[src/rtl/serial_tx4b.sv]
// Parallel-in, serial-out transmitter: accepts a WIDTH-bit word on load/ready and
// shifts it out one bit per clock with a valid strobe and a done pulse on the last bit.
module serial_tx4b #(
  parameter int WIDTH     = 4,
  parameter int MSB_FIRST = 1
) (
  input  logic             clk,
  input  logic             clr,
  input  logic [WIDTH-1:0] din,
  input  logic             load,
  output logic             ready,
  output logic             sout,
  output logic             sval,
  output logic             done
);

  localparam int CW = $clog2(WIDTH);
  localparam logic [CW-1:0] LAST = CW'(WIDTH - 1);

  typedef enum logic {IDLE, SHIFT} state_t;

  state_t           state, state_n;
  logic [WIDTH-1:0] sh, sh_n;
  logic [CW-1:0]    cnt, cnt_n;
  logic             sout_n, sval_n, done_n;
  logic             accept;

  // ready comes from registered state only, so load never reaches it combinationally
  assign ready  = (state == IDLE) || ((state == SHIFT) && (cnt == LAST));
  assign accept = load && ready;

  always_ff @(posedge clk or negedge clr) begin
    if (!clr) begin
      state <= IDLE;
      sh    <= '0;
      cnt   <= '0;
      sout  <= 1'b0;
      sval  <= 1'b0;
      done  <= 1'b0;
    end else begin
      state <= state_n;
      sh    <= sh_n;
      cnt   <= cnt_n;
      sout  <= sout_n;
      sval  <= sval_n;
      done  <= done_n;
    end
  end

  // sh holds only the bits not yet presented; the bit on sout was already peeled off
  always_comb begin
    state_n = state;
    sh_n    = sh;
    cnt_n   = cnt;
    sout_n  = 1'b0;
    sval_n  = 1'b0;
    done_n  = 1'b0;
    if (accept) begin
      state_n = SHIFT;
      cnt_n   = '0;
      sval_n  = 1'b1;
      if (MSB_FIRST != 0) begin
        sout_n = din[WIDTH-1];
        sh_n   = din << 1;
      end else begin
        sout_n = din[0];
        sh_n   = din >> 1;
      end
    end else if ((state == SHIFT) && (cnt != LAST)) begin
      cnt_n  = cnt + 1'b1;
      sval_n = 1'b1;
      done_n = (cnt_n == LAST);
      if (MSB_FIRST != 0) begin
        sout_n = sh[WIDTH-1];
        sh_n   = sh << 1;
      end else begin
        sout_n = sh[0];
        sh_n   = sh >> 1;
      end
    end else if (state == SHIFT) begin
      state_n = IDLE;
      cnt_n   = '0;
      sh_n    = '0;
    end
  end

endmodule

[config.mk]
export PLATFORM = sky130hd
export DESIGN_NAME = serial_tx4b
export DESIGN_NICKNAME = d
export VERILOG_FILES = /design/src/rtl/serial_tx4b.sv
export SDC_FILE = /design/constraint.sdc
export NUM_CORES = 1
export LEC_CHECK = 0
export ABC_CLOCK_PERIOD_IN_PS = 1800
export BUFFER_PORTS_ARGS = -buffer_cell sky130_fd_sc_hd__buf_4
export CAP_MARGIN = 20
export CORE_AREA = 4 4 41 43
export CTS_CLUSTER_DIAMETER = 100
export DETAILED_ROUTE_END_ITERATION = 10
export DIE_AREA = 0 0 45 47
export PLACE_DENSITY = 0.54
export SYNTH_ARGS = -nofsm -noshare
export SYNTH_HDL_FRONTEND = slang
export SYNTH_SLANG_ARGS = --single-unit
export TNS_END_PERCENT = 100
[constraint.sdc]
create_clock -name clk -period 1.8 [get_ports clk]
set_input_delay 0.27 -clock clk [delete_from_list [all_inputs] [get_ports clk]]
set_output_delay 0.27 -clock clk [all_outputs]
set_load 0.01 [all_outputs]
==> run_results.csv <==
group,metric,value,unit
run_status,status,"complete, no violations",
drt,drt_iter0_markers,1,
setup_path,critPathArrivalTime,1.32,ns
logic_synthesis,yosysMostFrequentCell,"dfrtp_1",
placed_design,io_buffers,10,
drt,drc_errors,0,
logic_synthesis,yosys-top-cells-area,"dfrtp_1 55%, ha_1 6.1%, a311o_1 4.9%",
timing,skew,0.00272,ns
global_route,grt_pass1_vias,258,
timing,setup-violations-final,0,
logic_synthesis,ys_ff_latch,9,
logic_synthesis,synth_cells,33,
drt,totalWireLength,711,um
clock_tree,root_buffer,"clkbuf_4",
logic_synthesis,synth_flop_cell,"dfrtp_1",
logic_synthesis,yosysTopAreaCell,"dfrtp_1",
logic_synthesis,async_reset_ff_share,100,%
die,fp-row-count,13,
timing,tightestPinTransition,0.268,ns
worst_hold_path,worstHoldPathType,"primary input to register",
clock_tree,cts_tree,"done",
die,initial_core_util,31.6,%
global_route,overflow,0,
clock_tree,numCtsBuffers,3,
logic_synthesis,synthTopCellsByCount,"9 x dfrtp_1, 3 x inv_1, 3 x nor2_1",
setup_path,critPathLaunchType,"register",
finish,nNetsFinal,56,
die,die_w,45,um
setup_path,crit_type,"register to primary output",
clock_tree,cts.clk_slew.worst_paths,0.06,ns
global_route,grt_max_degree,10,
timing,post-route-period-util,88.5,%
clock_tree,insertion_delay,0.25,ns
clock_tree,clock_tree.buffer_depth,2,
setup_path,worstPathRequired,1.53,ns
die,die-area,2120,um2
logic_synthesis,avgSynthCellArea,12.5,um2
setup_path,end_kind,"primary output",
placed_design,gp_congestion,0.755,
logic_synthesis,synth_edf_count,0,
timing,post-route-min-period,1.59,ns
setup_path,worst-path-buf-inv,1,
finish,drive_gt1_share,37.0,%
drt,via_per_inst,4.59,
setup_path,cp_slowest_cell,"dfrtp_1",
pwr,leakagePower,0.256,nW
logic_synthesis,ys_types,16,
clock_tree,cts_repair_resize_count,0,
drt,antenna_left,0,
logic_synthesis,synth_fp_nets,42,
finish,fillers,138,
pwr,power_density,1520,nW/um2
logic_synthesis,yosys_warnings,0,
clock_tree,htree_levels,1,
die,die_y,47,um
global_route,grt_pass1_wl,1.04,mm
logic_synthesis,ys_seq_area_share,54.7,%
timing,tns,0,ns
pwr,total_power,0.801,mW
timing,rsz0062_at_grt,"no",
die,core,1300,um2
clock_tree,cts_sinks,9,
setup_path,cp_max_fo,8,
logic_synthesis,synth_area,412,um2
setup_path,max_stage_delay,0.40,ns
timing,maxSlewHeadroom,82.1,%
job,cap_violations,0,
setup_path,cp_top_family,"flip-flops",
timing,max_freq,628,MHz
finish,antenna_cells,0,
timing,slew_viol_final,0,
die,ios,11,
drt,wl_per_cell,11.7,um
setup_path,crit_chain,"ha_1 -> nand2b_2 -> buf_4",
drt,vias,280,
setup_path,rrSetupSlack,0.42,ns
global_route,grt_usage,7.51,%
global_route,antenna_found_initial,0,
timing,hold_violations,0,
finish,syn2layout_area_growth,27.7,%
pwr,ir_drop,0.663,mV
drt,dr.pass1.iters,3,
logic_synthesis,synth_top_area_share,54.7,%
## state kept, by name, summed over array words and instances, names as in the netlist
name	cells
sh	3
cnt	2
done	1
sout	1
state	1
sval	1
## kinds of logic after synthesis
family | count (synthesis) | synth area share [%]
AND/OR/NAND/NOR | 11 | 17.9
flip-flops | 9 | 54.7
buffers and inverters | 5 | 6.69
AO/OA/AOI/OAI | 4 | 9.42
multiplexers | 2 | 5.17
adder cells (fa/ha/maj) | 2 | 6.08
## cell type report
| type | count | area [um2] | area share [%] |
|---|---|---|---|
| Clock buffer | 4 | 26.3 | 5.00 |
| Timing Repair Buffer | 11 | 85.1 | 16.2 |
| Multi-Input combinational cell | 19 | 159 | 30.2 |
| Sequential cell | 9 | 225 | 42.9 |
| Inverter | 3 | 11.3 | 2.14 |
| Tap cell | 15 | 18.8 | 3.57 |
## layer usage
metal  global-route usage (%)  share of wire, %  vias to the layer above
met5                        0                 0                        -
met4                     7.02                 0                        0
met3                     2.68               7.7                        0
met2                     11.9                50                        8
met1                     7.75                42                      132
li1                         -                 -                      140
## worst paths after layout
path / from / to / cells past startpoint
worst max-delay path: cnt[0] / ready / 3
worst min-delay path: din[1] / sh[2] / 2
worst min register to register: sh[1] / sh[1] / 1
max in group asynchronous: clr / cnt[0] / 2
worst max register to register: cnt[0] / sh[3] / 3
min in group asynchronous: clr / sval / 2
## stage by stage
step           setup WS (ns)  util (%)  cells  instance area, um2  hold WS, ns
6_report               0.208      40.4     61                 526        0.267
2_1_floorplan          0.450         -     33                 412      -0.0256
3_5_place_dp           0.434      37.6     56                 489        0.101
5_1_grt                0.142      40.4     61                 526        0.259
3_3_place_gp           0.449      37.6     56                 489       0.0986
4_1_cts                0.209      40.4     61                 526        0.266
## worst reg2reg max path: stages (launching register included)
cell and delay, ns:
dfrtp_1 0.40, ha_1 0.24, nand2b_2 0.26, a311o_1 0.38
## where the power goes
| group | internal [mW] | leakage (nW) | total [mW] | switching, mW |
|---|---|---|---|---|
| logic | 0.177 | 0.131 | 0.309 | 0.132 |
| registers | 0.284 | 0.110 | 0.337 | 0.0535 |
| clock network | 0.0853 | 0.0150 | 0.154 | 0.0689 |
| total | 0.547 | 0.256 | 0.801 | 0.254 |
## layout by cell type (no fill, tap or decap), drive strengths merged, types with 2 or more instances in the layout
cell type  netlist  final
nor3b            2      2
ha               2      2
clkbuf           0      4
nor2             3      3
and3b            2      2
dfrtp            9      9
or2b             2      2
a311o            2      2
inv              3      3
buf              2     10
## timing repair
action | CTS | global route
hold endpoints to repair | 9 | 0
setup buffers | 0 | 0
hold buffers | 1 | 0
Note: power is estimated with default switching activity, not from simulation.
